<file path="src/rtl/mctrl_pkg.sv">
// Shared types and encodings for the multi-cycle control unit.
// The MCTRL_HALT_EN build adds the HALT state usage; the encodings here are build-independent.
package mctrl_pkg;

  typedef enum logic [2:0] {
    ST_FETCH  = 3'd0,
    ST_DECODE = 3'd1,
    ST_EXEC   = 3'd2,
    ST_MEM    = 3'd3,
    ST_WB     = 3'd4,
    ST_HALT   = 3'd5
  } state_e;

  localparam int unsigned OP_ALUI0 = 0;
  localparam int unsigned OP_ALUI1 = 1;
  localparam int unsigned OP_ALUI2 = 2;
  localparam int unsigned OP_BR1   = 3;
  localparam int unsigned OP_BR2   = 4;
  localparam int unsigned OP_LOAD  = 5;
  localparam int unsigned OP_STORE = 6;
  localparam int unsigned OP_ALUR0 = 7;
  localparam int unsigned OP_ALUR1 = 8;
  localparam int unsigned OP_CALL  = 9;

  localparam logic [2:0] ALU_PASS = 3'b000;
  localparam logic [2:0] ALU_I0   = 3'b001;
  localparam logic [2:0] ALU_I1   = 3'b010;
  localparam logic [2:0] ALU_I2   = 3'b011;
  localparam logic [2:0] ALU_LD   = 3'b100;
  localparam logic [2:0] ALU_ST   = 3'b101;
  localparam logic [2:0] ALU_R0   = 3'b110;
  localparam logic [2:0] ALU_R1   = 3'b111;

  localparam logic [1:0] BR_NONE = 2'b00;
  localparam logic [1:0] BR_C1   = 2'b01;
  localparam logic [1:0] BR_C2   = 2'b10;
  localparam logic [1:0] BR_CALL = 2'b11;

  localparam logic [1:0] WB_ALU = 2'b00;
  localparam logic [1:0] WB_MEM = 2'b01;
  localparam logic [1:0] WB_RA  = 2'b10;

  localparam logic [1:0] RW_NONE = 2'b00;
  localparam logic [1:0] RW_P0   = 2'b01;
  localparam logic [1:0] RW_P1   = 2'b10;

  typedef struct packed {
    logic       alu_src;
    logic [2:0] alu_op;
    logic [1:0] mem_to_reg;
    logic [1:0] reg_write;
    logic [1:0] branch;
    logic       mem_read;
    logic       mem_write;
  } ctrl_t;

  // Conditional branches return to FETCH after EXEC; a call still writes back.
  function automatic logic is_cond_branch(input logic [1:0] br);
    return (br == BR_C1) || (br == BR_C2);
  endfunction

endpackage

</file>
<file path="src/rtl/multicycle_control_if.sv">
// Handshake and control-output bundle between the control unit and the datapath.
// The halted signal exists only when MCTRL_HALT_EN is defined.
interface multicycle_control_if #(
  parameter int unsigned OPCODE_W = 6
);
  logic [OPCODE_W-1:0] opcode;
  logic                imem_ready;
  logic                dmem_ready;
  logic                imem_req;
  logic                ir_write;
  logic                pc_write;
  logic                alu_src;
  logic [2:0]          alu_op;
  logic [1:0]          branch;
  logic                mem_read;
  logic                mem_write;
  logic [1:0]          mem_to_reg;
  logic [1:0]          reg_write;
  logic [2:0]          state;
  logic                illegal_op;
  logic                bus_err;
`ifdef MCTRL_HALT_EN
  logic                halted;
`endif

  modport master (
`ifdef MCTRL_HALT_EN
    output halted,
`endif
    input  opcode, imem_ready, dmem_ready,
    output imem_req, ir_write, pc_write, alu_src, alu_op, branch,
           mem_read, mem_write, mem_to_reg, reg_write, state, illegal_op, bus_err
  );

  modport slave (
`ifdef MCTRL_HALT_EN
    input  halted,
`endif
    output opcode, imem_ready, dmem_ready,
    input  imem_req, ir_write, pc_write, alu_src, alu_op, branch,
           mem_read, mem_write, mem_to_reg, reg_write, state, illegal_op, bus_err
  );
endinterface

</file>
<file path="src/rtl/mctrl_decode.sv">
// Combinational opcode decoder: opcode -> control word, illegal and halt flags.
// With MCTRL_HALT_EN the all-ones opcode decodes to halt instead of illegal.
module mctrl_decode
  import mctrl_pkg::*;
#(
  parameter int unsigned OPCODE_W = 6
) (
  input  logic [OPCODE_W-1:0] opcode_i,
  output ctrl_t               ctrl_o,
  output logic                illegal_o,
  output logic                halt_o
);

  logic [31:0] op;

  always_comb begin
    op        = 32'(opcode_i);
    ctrl_o    = '0;
    illegal_o = 1'b0;
    halt_o    = 1'b0;
    case (op)
      OP_ALUI0: begin
        ctrl_o.alu_src = 1'b1; ctrl_o.alu_op = ALU_I0; ctrl_o.reg_write = RW_P1;
      end
      OP_ALUI1: begin
        ctrl_o.alu_src = 1'b1; ctrl_o.alu_op = ALU_I1; ctrl_o.reg_write = RW_P1;
      end
      OP_ALUI2: begin
        ctrl_o.alu_src = 1'b1; ctrl_o.alu_op = ALU_I2; ctrl_o.reg_write = RW_P1;
      end
      OP_BR1: begin
        ctrl_o.alu_src = 1'b1; ctrl_o.alu_op = ALU_PASS; ctrl_o.branch = BR_C1;
      end
      OP_BR2: begin
        ctrl_o.alu_src = 1'b1; ctrl_o.alu_op = ALU_PASS; ctrl_o.branch = BR_C2;
      end
      OP_LOAD: begin
        ctrl_o.alu_op = ALU_LD; ctrl_o.mem_to_reg = WB_MEM; ctrl_o.reg_write = RW_P1;
        ctrl_o.mem_read = 1'b1;
      end
      OP_STORE: begin
        ctrl_o.alu_op = ALU_ST; ctrl_o.mem_write = 1'b1;
      end
      OP_ALUR0: begin
        ctrl_o.alu_op = ALU_R0; ctrl_o.reg_write = RW_P1;
      end
      OP_ALUR1: begin
        ctrl_o.alu_op = ALU_R1; ctrl_o.reg_write = RW_P1;
      end
      OP_CALL: begin
        ctrl_o.alu_src = 1'b1; ctrl_o.alu_op = ALU_PASS; ctrl_o.mem_to_reg = WB_RA;
        ctrl_o.reg_write = RW_P0; ctrl_o.branch = BR_CALL;
      end
      default: illegal_o = 1'b1;
    endcase
`ifdef MCTRL_HALT_EN
    if (opcode_i == '1) begin
      ctrl_o    = '0;
      illegal_o = 1'b0;
      halt_o    = 1'b1;
    end
`endif
  end

endmodule

</file>
<file path="src/rtl/multicycle_control.sv">
// Multi-cycle control FSM: FETCH/DECODE/EXEC/MEM/WB sequencing, registered control
// word, per-access wait-state watchdog and phase gating. Optional macro: MCTRL_HALT_EN.
module multicycle_control
  import mctrl_pkg::*;
#(
  parameter int unsigned OPCODE_W = 6,
  parameter int unsigned WAIT_MAX = 15
) (
  input  logic                 clk,
  input  logic                 rst_n,
  multicycle_control_if.master bus
);

  localparam int unsigned CNT_W = (WAIT_MAX > 0) ? $clog2(WAIT_MAX + 1) : 1;
  localparam logic        WD_EN = (WAIT_MAX != 0);

  state_e           state_q, state_d;
  ctrl_t            ctrl_q, ctrl_d;
  logic [CNT_W-1:0] wcnt_q, wcnt_d;

  ctrl_t dec_ctrl;
  logic  dec_illegal;
  logic  dec_halt;
  logic  waiting;
  logic  expired;

  mctrl_decode #(.OPCODE_W(OPCODE_W)) u_decode (
    .opcode_i  (bus.opcode),
    .ctrl_o    (dec_ctrl),
    .illegal_o (dec_illegal),
    .halt_o    (dec_halt)
  );

  assign waiting = ((state_q == ST_FETCH) && !bus.imem_ready) ||
                   ((state_q == ST_MEM)   && !bus.dmem_ready);
  assign expired = WD_EN && waiting && (wcnt_q == CNT_W'(WAIT_MAX));

  always_ff @(posedge clk or negedge rst_n) begin
    if (!rst_n) begin
      state_q <= ST_FETCH;
      ctrl_q  <= '0;
      wcnt_q  <= '0;
    end else begin
      state_q <= state_d;
      ctrl_q  <= ctrl_d;
      wcnt_q  <= wcnt_d;
    end
  end

  always_comb begin
    state_d = state_q;
    ctrl_d  = ctrl_q;
    case (state_q)
      ST_FETCH: begin
        if (bus.imem_ready) state_d = ST_DECODE;
        else if (expired)   state_d = ST_FETCH;
      end
      ST_DECODE: begin
        ctrl_d = dec_illegal ? '0 : dec_ctrl;
        if (dec_illegal)   state_d = ST_FETCH;
        else if (dec_halt) state_d = ST_HALT;
        else               state_d = ST_EXEC;
      end
      ST_EXEC: begin
        if (ctrl_q.mem_read || ctrl_q.mem_write) state_d = ST_MEM;
        else if (is_cond_branch(ctrl_q.branch))  state_d = ST_FETCH;
        else                                     state_d = ST_WB;
      end
      ST_MEM: begin
        if (bus.dmem_ready) state_d = ctrl_q.mem_read ? ST_WB : ST_FETCH;
        else if (expired)   state_d = ST_FETCH;
      end
      ST_WB:   state_d = ST_FETCH;
      ST_HALT: state_d = ST_HALT;
      default: state_d = ST_FETCH;
    endcase
  end

  // A timeout in FETCH keeps the state unchanged, so it must clear the count explicitly.
  always_comb begin
    wcnt_d = wcnt_q;
    if ((state_d != state_q) || expired) wcnt_d = '0;
    else if (waiting && WD_EN)           wcnt_d = wcnt_q + 1'b1;
  end

  always_comb begin
    bus.imem_req   = 1'b0;
    bus.ir_write   = 1'b0;
    bus.pc_write   = 1'b0;
    bus.alu_src    = 1'b0;
    bus.alu_op     = '0;
    bus.branch     = '0;
    bus.mem_read   = 1'b0;
    bus.mem_write  = 1'b0;
    bus.mem_to_reg = '0;
    bus.reg_write  = '0;
    bus.illegal_op = 1'b0;
    bus.bus_err    = expired;
    bus.state      = state_q;
    case (state_q)
      ST_FETCH: begin
        bus.imem_req = 1'b1;
        bus.ir_write = bus.imem_ready;
        bus.pc_write = bus.imem_ready;
      end
      ST_DECODE: bus.illegal_op = dec_illegal;
      ST_EXEC: begin
        bus.alu_src = ctrl_q.alu_src;
        bus.alu_op  = ctrl_q.alu_op;
        bus.branch  = ctrl_q.branch;
      end
      ST_MEM: begin
        bus.alu_src   = ctrl_q.alu_src;
        bus.alu_op    = ctrl_q.alu_op;
        bus.mem_read  = ctrl_q.mem_read;
        bus.mem_write = ctrl_q.mem_write;
      end
      ST_WB: begin
        bus.alu_src    = ctrl_q.alu_src;
        bus.alu_op     = ctrl_q.alu_op;
        bus.mem_to_reg = ctrl_q.mem_to_reg;
        bus.reg_write  = ctrl_q.reg_write;
      end
      default: ;
    endcase
  end

`ifdef MCTRL_HALT_EN
  assign bus.halted = (state_q == ST_HALT);
`endif

endmodule

</file>
<file path="src/flat_wrapper.sv">
// flat-port wrapper written by rule: the top's interface ports become plain ports
module multicycle_control_flat import mctrl_pkg::*;
#(
  parameter int unsigned OPCODE_W = 6,
  parameter int unsigned WAIT_MAX = 15
)
  (clk, rst_n, bus_opcode, bus_imem_ready, bus_dmem_ready, bus_imem_req, bus_ir_write, bus_pc_write, bus_alu_src, bus_alu_op, bus_branch, bus_mem_read, bus_mem_write, bus_mem_to_reg, bus_reg_write, bus_state, bus_illegal_op, bus_bus_err);
  multicycle_control_if #(.OPCODE_W(OPCODE_W)) bus_i ();
  input  logic clk;
  input  logic rst_n;
  input wire logic [$bits(bus_i.opcode)-1:0] bus_opcode;
  input wire logic [$bits(bus_i.imem_ready)-1:0] bus_imem_ready;
  input wire logic [$bits(bus_i.dmem_ready)-1:0] bus_dmem_ready;
  output wire logic [$bits(bus_i.imem_req)-1:0] bus_imem_req;
  output wire logic [$bits(bus_i.ir_write)-1:0] bus_ir_write;
  output wire logic [$bits(bus_i.pc_write)-1:0] bus_pc_write;
  output wire logic [$bits(bus_i.alu_src)-1:0] bus_alu_src;
  output wire logic [$bits(bus_i.alu_op)-1:0] bus_alu_op;
  output wire logic [$bits(bus_i.branch)-1:0] bus_branch;
  output wire logic [$bits(bus_i.mem_read)-1:0] bus_mem_read;
  output wire logic [$bits(bus_i.mem_write)-1:0] bus_mem_write;
  output wire logic [$bits(bus_i.mem_to_reg)-1:0] bus_mem_to_reg;
  output wire logic [$bits(bus_i.reg_write)-1:0] bus_reg_write;
  output wire logic [$bits(bus_i.state)-1:0] bus_state;
  output wire logic [$bits(bus_i.illegal_op)-1:0] bus_illegal_op;
  output wire logic [$bits(bus_i.bus_err)-1:0] bus_bus_err;
  assign bus_i.opcode = bus_opcode;
  assign bus_i.imem_ready = bus_imem_ready;
  assign bus_i.dmem_ready = bus_dmem_ready;
  assign bus_imem_req = bus_i.imem_req;
  assign bus_ir_write = bus_i.ir_write;
  assign bus_pc_write = bus_i.pc_write;
  assign bus_alu_src = bus_i.alu_src;
  assign bus_alu_op = bus_i.alu_op;
  assign bus_branch = bus_i.branch;
  assign bus_mem_read = bus_i.mem_read;
  assign bus_mem_write = bus_i.mem_write;
  assign bus_mem_to_reg = bus_i.mem_to_reg;
  assign bus_reg_write = bus_i.reg_write;
  assign bus_state = bus_i.state;
  assign bus_illegal_op = bus_i.illegal_op;
  assign bus_bus_err = bus_i.bus_err;
  multicycle_control #(.OPCODE_W(OPCODE_W), .WAIT_MAX(WAIT_MAX)) u_core (.clk(clk), .rst_n(rst_n), .bus(bus_i));
endmodule
</file>
<file path="config.mk">
export PLATFORM = sky130hd
export DESIGN_NAME = multicycle_control_flat
export DESIGN_NICKNAME = d
export VERILOG_FILES = /design/src/rtl/mctrl_pkg.sv /design/src/rtl/multicycle_control_if.sv /design/src/rtl/mctrl_decode.sv /design/src/rtl/multicycle_control.sv /design/src/flat_wrapper.sv
export SDC_FILE = /design/constraint.sdc
export NUM_CORES = 1
export LEC_CHECK = 0
export CAP_MARGIN = 20
export CORE_MARGIN = 4
export CORE_UTILIZATION = 30
export DETAILED_ROUTE_END_ITERATION = 10
export SYNTH_ARGS = -nofsm -noshare
export SYNTH_HDL_FRONTEND = slang
export SYNTH_SLANG_ARGS = --single-unit
</file>
<file path="constraint.sdc">
create_clock -name clk -period 2.2 [get_ports clk]
set_clock_uncertainty 0.15 [all_clocks]
set_input_delay 0.44 -clock clk [delete_from_list [all_inputs] [get_ports clk]]
set_output_delay 0.44 -clock clk [all_outputs]
set_load 0.05 [all_outputs]
</file>
; After elaboration in Yosys (flattened, before gate mapping)
; Index checks and enable logic that the tools add are counted.
[classes]
addsub = 1
eq_ne = 18
n_mux = 29
reduce_logical = 16
[op_table]
columns = cell, count
row1 = equality test 6 x 3 -> 1 bit (second input constant), 4
row2 = 2-to-1 mux 3 bit, 7
row3 = one-hot mux 3 bit (7 select lines), 1
row4 = one-hot mux 3 bit (5 select lines), 1
row5 = equality test 6 x 2 -> 1 bit (second input constant), 2
row6 = equality test 6 x 4 -> 1 bit (second input constant), 2
row7 = 2-to-1 mux 12 bit, 1
row8 = OR reduction 6 bit, 2
row9 = 2-to-1 mux 1 bit, 10
row10 = OR reduction 10 bit, 1
row11 = 2-to-1 mux 2 bit, 4
row12 = 2-to-1 mux 4 bit, 2
row13 = one-hot mux 2 bit (2 select lines), 2
row14 = equality test 3 x 2 -> 1 bit (second input constant), 2
row15 = equality test 3 bit (second input constant), 2
row16 = equality test 6 x 1 -> 1 bit (second input constant), 1
row17 = zero test 6 bit, 1
row18 = one-hot mux 2 bit (3 select lines), 1
row19 = adder 4 x 1 -> 4 bit (second input constant), 1
row20 = equality test 4 bit (second input constant), 1
row21 = logical OR 1 bit, 4
row22 = equality test 3 x 1 -> 1 bit (second input constant), 1
row23 = logical AND 1 bit, 3
row24 = zero test 3 bit, 1
row25 = 6 further kinds, 7
[totals]
register_bits = 19
output_inout_bits = 20
word_cells = 73

; Longest topological paths before layout
[logic_depth]
ltp_word = 10
mapped_depth = 6

; Modules after synthesis
; Synthesis repeated with hierarchy kept, for this count alone.
[hier_totals]
cells_unflattened = 164
hier_area_um2 = 1346.3
[by_module_without_submodules]
columns = mod, n_inst, cells_each, area_per_inst_um2, seq_area_each_um2
row1 = multicycle_control, 1, 123, 1068.5, 475.5
row2 = mctrl_decode, 1, 41, 277.8, 0.0

; Worst setup path before layout
; Ideal clock, no wire load.
[synth_path]
kind = flip-flop to output port
start = reg u_core.state_q[2], in the netlist u_core.bus.state[2]
end = out bus_pc_write
t_arrival_ns = 2.820
path_slack_ns = -1.210
stages_incl_launch_ff = 5
path_cell_list = dfrtp_1 > clkbuf_1 > nor3_1 > and2_1 > buf_4
[synth_via]
elab_chain_cells = 2
[synth_rtl]
columns = item, line_no
row1 = "start, declared", multicycle_control.sv:17  ; state_e state_q, state_d;
row2 = "start signal, assigned", multicycle_control.sv:44  ; state_q <= state_d;
row3 = zero test 3 bit, --
row4 = 2-to-1 mux 1 bit, --
row5 = "end, declared", flat_wrapper.sv:16  ; output wire logic [$bits(bus_i.pc_write)-1:0] bus_pc_write;
; Every way passes these cells.

; Worst setup path in the final report
[layout_path]
start = in bus_dmem_ready
end = out bus_bus_err
[layout_via]
elab_chain_cells = 4
[layout_rtl]
columns = item, line_no
row1 = "start, declared", flat_wrapper.sv:13  ; input wire logic [$bits(bus_i.dmem_ready)-1:0] bus_dmem_ready;
row2 = zero test 1 bit, multicycle_control.sv:35  ; ((state_q == ST_MEM) && !bus.dmem_ready);
row3 = logical AND 1 bit, multicycle_control.sv:35
row4 = logical OR 1 bit, multicycle_control.sv:34  ; assign waiting = ((state_q == ST_FETCH) && !bus.imem_ready) ||
row5 = logical AND 1 bit, multicycle_control.sv:36  ; assign expired = WD_EN && waiting && (wcnt_q == CNT_W'(WAIT_MAX));
row6 = "end, declared", flat_wrapper.sv:26  ; output wire logic [$bits(bus_i.bus_err)-1:0] bus_bus_err;
; Every way passes these cells.

==> results.txt <==
Worst skew pair latency = 250 ps
Synth warn = 0
I/O pin count = 30
Multi-input logic area = 663 sq um
Gp weighted congestion = 0.900
Worst Path Max Fanout = 3
TritonCTS clock tree = yes
Syn Area/Cell = 8.96 sq um
Max-slew headroom = 0.708
Worst-Margin Slew = 432 ps
Via count = 1,030
Final setup fails = 0
Post-route design area = 1790 sq um
DRT iter0 DRCs = 46
Met2 Usage GRT = 0.201
Via/cell ratio = 4.86
GRT met1 Usage = 0.140
Met3 Resource Use GR = 0.0158
Worst setup path class = in2out
Number of global-route vias before repair = 1,049
Nets@finish = 176
Largest net degree at the start of global routing = 19
Routed WL per cell = 12.6 microns
Fmax = 466 MHz
Fraction of registers with async set/reset = 1.00
RSZ-0062 raised after global routing = no
Placed wire-length estimate = 2.20 mm
Post-synth top area cell = dfrtp_1
CP max stage delay = 480 ps
MaxCap Viol Count = 0
Row count = 22
Htree depth = 1
Most frequent cells in the layout = 17 x buf_12, 16 x buf_4, 15 x dfrtp_1, 13 x nand2_1
Residual DRC = 0
Worst setup SP type = primary input
Placed cell area = 1710 sq um
Die Height = 70.1 microns
Worst-path clk slew = 70 ps
Post-route ant nets = 0
Pwr dens = 905 nW/um^2
GRT overflow = 0
First-pass iteration count of the detailed router = 4
Status = finished, final reports clean
Layout cells sized above 1 = 0.341
Post-synth top area share = 0.390
Global-route wire length before repair = 4.70 mm
Synthesized instance count = 129
Core ar. = 3690 sq um
Total track usage = 0.116
Clk buf depth = 2
Leak = 0.782 nW
Worst path cell trace = clkdlybuf4s50_1 > and4bb_2 > nor2_2 > nor2_4 > buf_12
Clk root buf = clkbuf_8
Post-synthesis sequential area ratio = 0.390
# diodes = 0
FILL cells = 342
Slew Limit Fails = 0
Fin crit period = 2140 ps
DRT Wirelength = 2.68 mm
Net Count, Synth = 140
Top_reg_cell synth = dfrtp_1
CP Capture Type = output pin
Die ar. = 4910 sq um
Antenna violations before repair = 0
Most common cell after layout, fill and taps aside = buf_12
Required @ worst endpoint = 1610 ps
Area growth syn-to-layout = 54.8%
Worst EP arrival = 1550 ps
Top delay family on crit path = buffers and inverters
Cell Area, Synth = 1160 sq um
Port Buffers = 29
Final period util = 0.974
Worst hold path type = reg2reg
Die Span X = 70.1 microns
Setup tns final = 0 ps
Critical path buffers and inverters = 2
Top Usage Layer GRT = met2
Initial Util = 0.313
# clock sinks = 18
Register Area = 454 sq um
CTS Hold Bufs = 0
Final Core Density = 0.485
Slowest CP cell = clkdlybuf4s50_1
FF+latch count, synth = 18
Fin. Hold Viols = 0
Max VDD drop = 0.000412 V
Synth top area cells = dfrtp_1 39%, nand2_1 4.2%, nor2_1 3.9%, a22o_1 3.8%, o21ai_0 3.5%
EDFF count, synth = 0
Library cells used by synthesis = 40
Cts bufs inserted = 3
[synth_stat cells, types with 2 or more instances]
| library cell | n |
|---|---|
| a21oi_1 | 5 |
| a22o_1 | 5 |
| and2_1 | 3 |
| and3_1 | 5 |
| buf_4 | 2 |
| buf_6 | 3 |
| clkbuf_1 | 4 |
| dfrtp_1 | 18 |
| mux2i_1 | 3 |
| nand2_1 | 13 |
| nand2b_1 | 4 |
| nand3_1 | 4 |
| nor2_1 | 12 |
| nor2b_1 | 6 |
| nor3_1 | 4 |
| o21ai_0 | 8 |
| o31ai_1 | 2 |
| or3_1 | 3 |
| xor2_1 | 4 |
[kinds of logic (layout without fill, tap and decap cells)]
kind of cell    after synthesis  after routing  synth area share
compound gates               28             28             0.161
buf+inv                      12             47            0.0747
xor+xnor                      5              5            0.0379
mux                           4              4            0.0357
simple gates                 61             61             0.290
fa+ha+maj                     1              1            0.0108
flops                        18             18             0.390
[sequential cells by signal, indices dropped and copies added (netlist names)]
register          flops
u_core.bus.state      3
u_core.wcnt_q         4
u_core.ctrl_q        11
[report_power, final]
part           switching, W  internal (W)
combinational      0.000484      0.000380
clock              0.000108      0.000159
sequential        0.0000943      0.000394
[routing by layer]
metal,part of all wire,wire [microns]
met1,0.43,1160
met2,0.51,1360
met3,0.038,101
met4,0.022,58
met5,0,0
[cell type report]
cell class / count / share of cell area
clock buffers: 4 / 0.0308
well taps: 48 / 0.0336
repair buffers: 42 / 0.309
inverters: 1 / 0.00210
flip-flops and latches: 18 / 0.254
multi-input cells: 99 / 0.371
[final timing paths]
kind,startpoint,endpoint,slack (ps),cells after the start
max,bus_dmem_ready,bus_bus_err,60,5
min,u_core.ctrl_q[8],u_core.ctrl_q[8],330,2
max reg2reg,u_core.bus.state[0],u_core.wcnt_q[3],340,5
min reg2reg,u_core.ctrl_q[8],u_core.ctrl_q[8],330,2
max in group asynchronous,rst_n,u_core.bus.state[0],1330,2
min in group asynchronous,rst_n,u_core.ctrl_q[5],360,2
[through the flow]
stage	total power (W)	instances	hold slack, ps	setup WS (ps)
after detailed placement	0.00134	207	318	31.1
after floorplan	0.00102	129	-5.59	-234
final	0.00162	212	327	56.1
after global placement	0.00132	207	310	46.4
after global routing	0.00171	212	353	9.79
after CTS	0.00161	211	333	1.61
[worst min-delay path, delay by kind of cell, from the launching register on]
| family | cells | cell delay [ps] |
|---|---|---|
| AOI/OAI and AO/OA | 1 | 60 |
| DFF | 1 | 340 |
| and+or+nand+nor | 1 | 50 |
[what timing repair did]
| action | CTS | global route |
|---|---|---|
| pin swaps | 0 | 1 |
| resized for setup | 2 | 5 |
| setup buffers | 0 | 1 |
| endpoints found under the setup margin | 5 | 6 |
(Power assumes the default switching activity.)
==> patch 1, RTL diff (same flow settings) <==
`OPCODE_W` is set to 6 in 4 places; all go to 7.
--- a/src/rtl/multicycle_control_if.sv
+++ b/src/rtl/multicycle_control_if.sv
@@ -3,3 +3,3 @@
 interface multicycle_control_if #(
-  parameter int unsigned OPCODE_W = 6
+  parameter int unsigned OPCODE_W = 7
 );
--- a/src/rtl/mctrl_decode.sv
+++ b/src/rtl/mctrl_decode.sv
@@ -5,3 +5,3 @@
 #(
-  parameter int unsigned OPCODE_W = 6
+  parameter int unsigned OPCODE_W = 7
 ) (
--- a/src/rtl/multicycle_control.sv
+++ b/src/rtl/multicycle_control.sv
@@ -5,3 +5,3 @@
 #(
-  parameter int unsigned OPCODE_W = 6,
+  parameter int unsigned OPCODE_W = 7,
   parameter int unsigned WAIT_MAX = 15
--- a/src/flat_wrapper.sv
+++ b/src/flat_wrapper.sv
@@ -3,3 +3,3 @@
 #(
-  parameter int unsigned OPCODE_W = 6,
+  parameter int unsigned OPCODE_W = 7,
   parameter int unsigned WAIT_MAX = 15
Ports: changed (resized bus_opcode); port bits go from 30 to 31. No check against the original RTL was run, so the function may have changed too.
==> patch 1 against the original RTL <==
  * Worst setup slack worse by 0.0073 ns
  * Global-route usage increased by 1.1 points
  * Wire length grew 13%
  * Synthesized cell count up 2.3%
  * Sequential share of layout area decreased by 0.056 points
  * Synthesized area grew 2.6%
  * Via count up 13%
  * Utilization is 2.3 points higher
  * Final area rose by 6.3%
  * Maximum frequency shrank 0.34%
  * Sequential cell count is 1 higher
  * Critical endpoint is now bus_alu_op[1]
  * Highest routed layer unchanged
Power is not compared: it rests on default switching activity, and its combinational part moved more than twofold at a synthesized area within 25%.
==> patch 1: results (changes against the original RTL) <==
placed_design:
  hpwl_um: 2365  # +7.5%
  place_area_um2: 1782  # +4.2%
  pre_cts_ws_ns: 0.04641  # +0.01530 ns
  io_buffers: 30  # +3.4%
  dp_cells: 211  # +1.9%
  gp_routability_congestion: 0.8496  # -5.6%
logic_synthesis:
  synth_compound_area_share_pct: 17.72  # +1.6 points
  ys_top_cells_by_count: "19 x dfrtp_1, 10 x nand2_1, 9 x nor2_1"
  synth_nets: 144  # +2.9%
  synth-xor-area-share_pct: 2.954  # -0.83 points
  ys_seq_area_share_pct: 40.08  # +1.1 points
  synthAdderAreaFrac_pct: 1.055  # -0.027 points
  synth_area_leaders: "dfrtp_1 40%, and3_1 4.2%, nor2b_1 3.7%, nand2_1 3.2%, a21oi_1 3.0%"
critical_path:
  worstSetupPathType: "flop to output port"
  reg2reg_slack_ns: 0.38  # +0.04 ns
  max_stage_delay_ns: 0.54  # +0.06 ns
  timing.rr.start: "u_core.bus.state[2]"
  crit_fanout: 11  # +8
  crit-reg2reg-capture: "u_core.ctrl_q[4]"
drt:
  via_per_inst: 5.215  # +7.3%
  wl_per_cell_um: 13.60  # +7.6%
sta:
  whs_ns: 0.3218  # -0.005237 ns
worst_hold_path:
  hold_path_end: "u_core.ctrl_q[6]"
  min_from: "u_core.ctrl_q[6]"
clock_network:
  postCtsResizedCells: 1  # -1
cells_and_area:
  multi_input_area_um2: 699.4  # +5.5%
  layout.cells.non_filler: 223  # +5.2%
  nets: 188  # +6.8%
  largest_reg_flops: 12  # +1
  n_fill_cell: 360  # +5.3%
  drive_gt1_share_pct: 34.29  # +0.14 points
global_route:
  grt_pass1_vias: 1176  # +12%
  grt_first_pass_wirelength_um: 5340  # +14%
  grt_use_met3_pct: 3.125  # +1.5 points
run_status:
  status: "completed"
[patch 1: layout make-up]
| cell class | count | area share, % |
|---|---|---|
| Inverter | 2 | 0.3947 |
| Clock buffer | 4 | 2.368 |
| Timing Repair Buffer | 49 | 31.97 |
| Multi-Input combinational cell | 101 | 36.78 |
| Tap cell | 48 | 3.158 |
| Sequential cell | 19 | 25.33 |
[patch 1: worst max-delay path by stage]
stage | to | slack, ns
2_1_floorplan | bus_pc_write | -0.25
3_3_place_gp | bus_bus_err | 0.08
3_5_place_dp | u_core.ctrl_q[7] | 0.05
4_1_cts | bus_alu_op[1] | 0.03
5_1_grt | bus_alu_op[1] | 0.002
6_report | bus_alu_op[1] | 0.05
[patch 1: routing by layer]
| layer | vias up | wire (um) |
|---|---|---|
| met3 | 4 | 141 |
| met5 | - | 0 |
| met4 | 0 | 34 |
| li1 | 563 | - |
| met2 | 26 | 1519 |
| met1 | 570 | 1337 |
==> patch 2, RTL diff (same settings) <==
Without the edit above. Reset style: synchronous (`rst_n`), changed in one clocked block.
--- a/src/rtl/multicycle_control.sv
+++ b/src/rtl/multicycle_control.sv
@@ -37,3 +37,3 @@
 
-  always_ff @(posedge clk or negedge rst_n) begin
+  always_ff @(posedge clk) begin
     if (!rst_n) begin
Formal check against the unedited RTL: differs if rst_n is asserted again (counterexample within 4 cycles, from zero or initial values and one cycle with rst_n low); with rst_n held inactive, the same outputs for 10 cycles.
==> patch 2 against the original RTL <==
  * Sequential cell count stayed put
  * Final area grew 1.1%
  * Worst setup slack worse by 0.035 ns
  * Critical path type unchanged
  * Synthesized area rose by 1.2%
  * Wire length increased by 19%
  * Via count up 14%
  * Register-to-register slack better by 0.06 ns
Power is not compared: it rests on default switching activity, and its combinational part moved more than twofold at a synthesized area within 25%.
==> patch 2: results (changes against the original RTL) <==
drt:
  drt_iter0_markers: 44  # -4.3%
  via_per_inst: 5.167  # +6.3%
logic_synthesis:
  synth_compound_area_share_pct: 22.35  # +6.2 points
  netlist_instances: 144  # +12%
  synth_area_leaders: "dfxtp_1 31%, nor2b_1 7.5%, a21oi_1 4.3%, o21ai_0 4.3%, and3_1 3.7%"
  synthAdderAreaFrac_pct: 1.070  # -0.013 points
  async_flop_share_pct: 0  # -100 points
  ys_top_cells_by_count: "18 x dfxtp_1, 14 x nor2b_1, 11 x nand2_1"
  synth_nets: 155  # +11%
  synth-xor-area-share_pct: 2.995  # -0.79 points
  synth.distinct_cells: 44  # +10%
  muxShareOfSynthArea_pct: 2.781  # -0.79 points
global_route:
  grt_pass1_vias: 1180  # +12%
  grt_first_pass_wirelength_um: 5526  # +18%
  grt_start_max_net_pins: 17  # -2
placed_design:
  gp_routability_congestion: 0.8400  # -6.7%
  dp_cells: 224  # +8.2%
cells_and_area:
  nets: 192  # +9.1%
  n_fill_cell: 365  # +6.7%
  final_cell_area_um2: 1809  # +1.1%
  layout.cells.non_filler: 228  # +7.5%
run_status:
  status: "completed"
sta:
  tightest_slew_ns: 0.4961  # +0.06399 ns
  whs_ns: 0.3064  # -0.02061 ns
  max_freq_ghz: 0.4590  # -1.6%
critical_path:
  cp.arrival_ns: 1.59  # +0.04 ns
  reg2reg_slack_ns: 0.40  # +0.06 ns
-- patch 2: cell types whose count changed in the layout (fill, tap and decap cells not counted), sizes merged, moves of 3 or more --
cell | unedited run | this run
nand2 | 14 | 11
nor2b | 6 | 14
a21oi | 5 | 10
nor2 | 13 | 8
dfrtp | 18 | 0
a22o | 5 | 0
buf | 33 | 36
a32oi | 0 | 3
a21boi | 0 | 3
dfxtp | 0 | 18
-- patch 2: area by class of cell --
cell class                      count  share of cell area [%]
Sequential cell                    18                   20.12
Tap cell                           48                   3.319
Timing Repair Buffer               45                   28.22
Clock buffer                        4                   3.043
Inverter                            2                  0.4149
Multi-Input combinational cell    111                   44.88
-- patch 2: worst reg2reg max path: cells and delay by family (launching register included) --
kind            cells  cell delay (ns)
simple gates        2             0.67
buf+inv             2             0.36
flops               1             0.33
compound gates      2             0.23
-- patch 2: routing by layer --
metal	vias up	track usage, %	routed length, um
li1	589	-	-
met1	555	16.16	1388
met2	28	23.91	1629
met3	6	2.158	130
met4	0	3.617	38
met5	-	0	0
-- patch 2: worst paths after layout --
path	depth (start not counted)	end	from
setup reg to reg	6	u_core.wcnt_q[3]	u_core.bus.state[0]
setup / recovery	5	bus_bus_err	bus_dmem_ready
hold / removal	2	u_core.ctrl_q[7]	u_core.ctrl_q[7]
hold reg to reg	2	u_core.ctrl_q[7]	u_core.ctrl_q[7]
-- patch 2: repair_timing --
item | in CTS | in global routing
gates resized for setup | 3 | 2
setup endpoints to repair | 6 | 1
hold endpoints to repair | 0 | 0
pin swaps | 1 | 1
-- patch 2: power by group through the flow --
stage,clock network [uW],registers (uW),logic [uW]
final,266,333,180
after floorplan,0,346,96.6
after detailed placement,0,341,176
after global routing,289,334,194
after global placement,0,341,174
after CTS,275,333,179
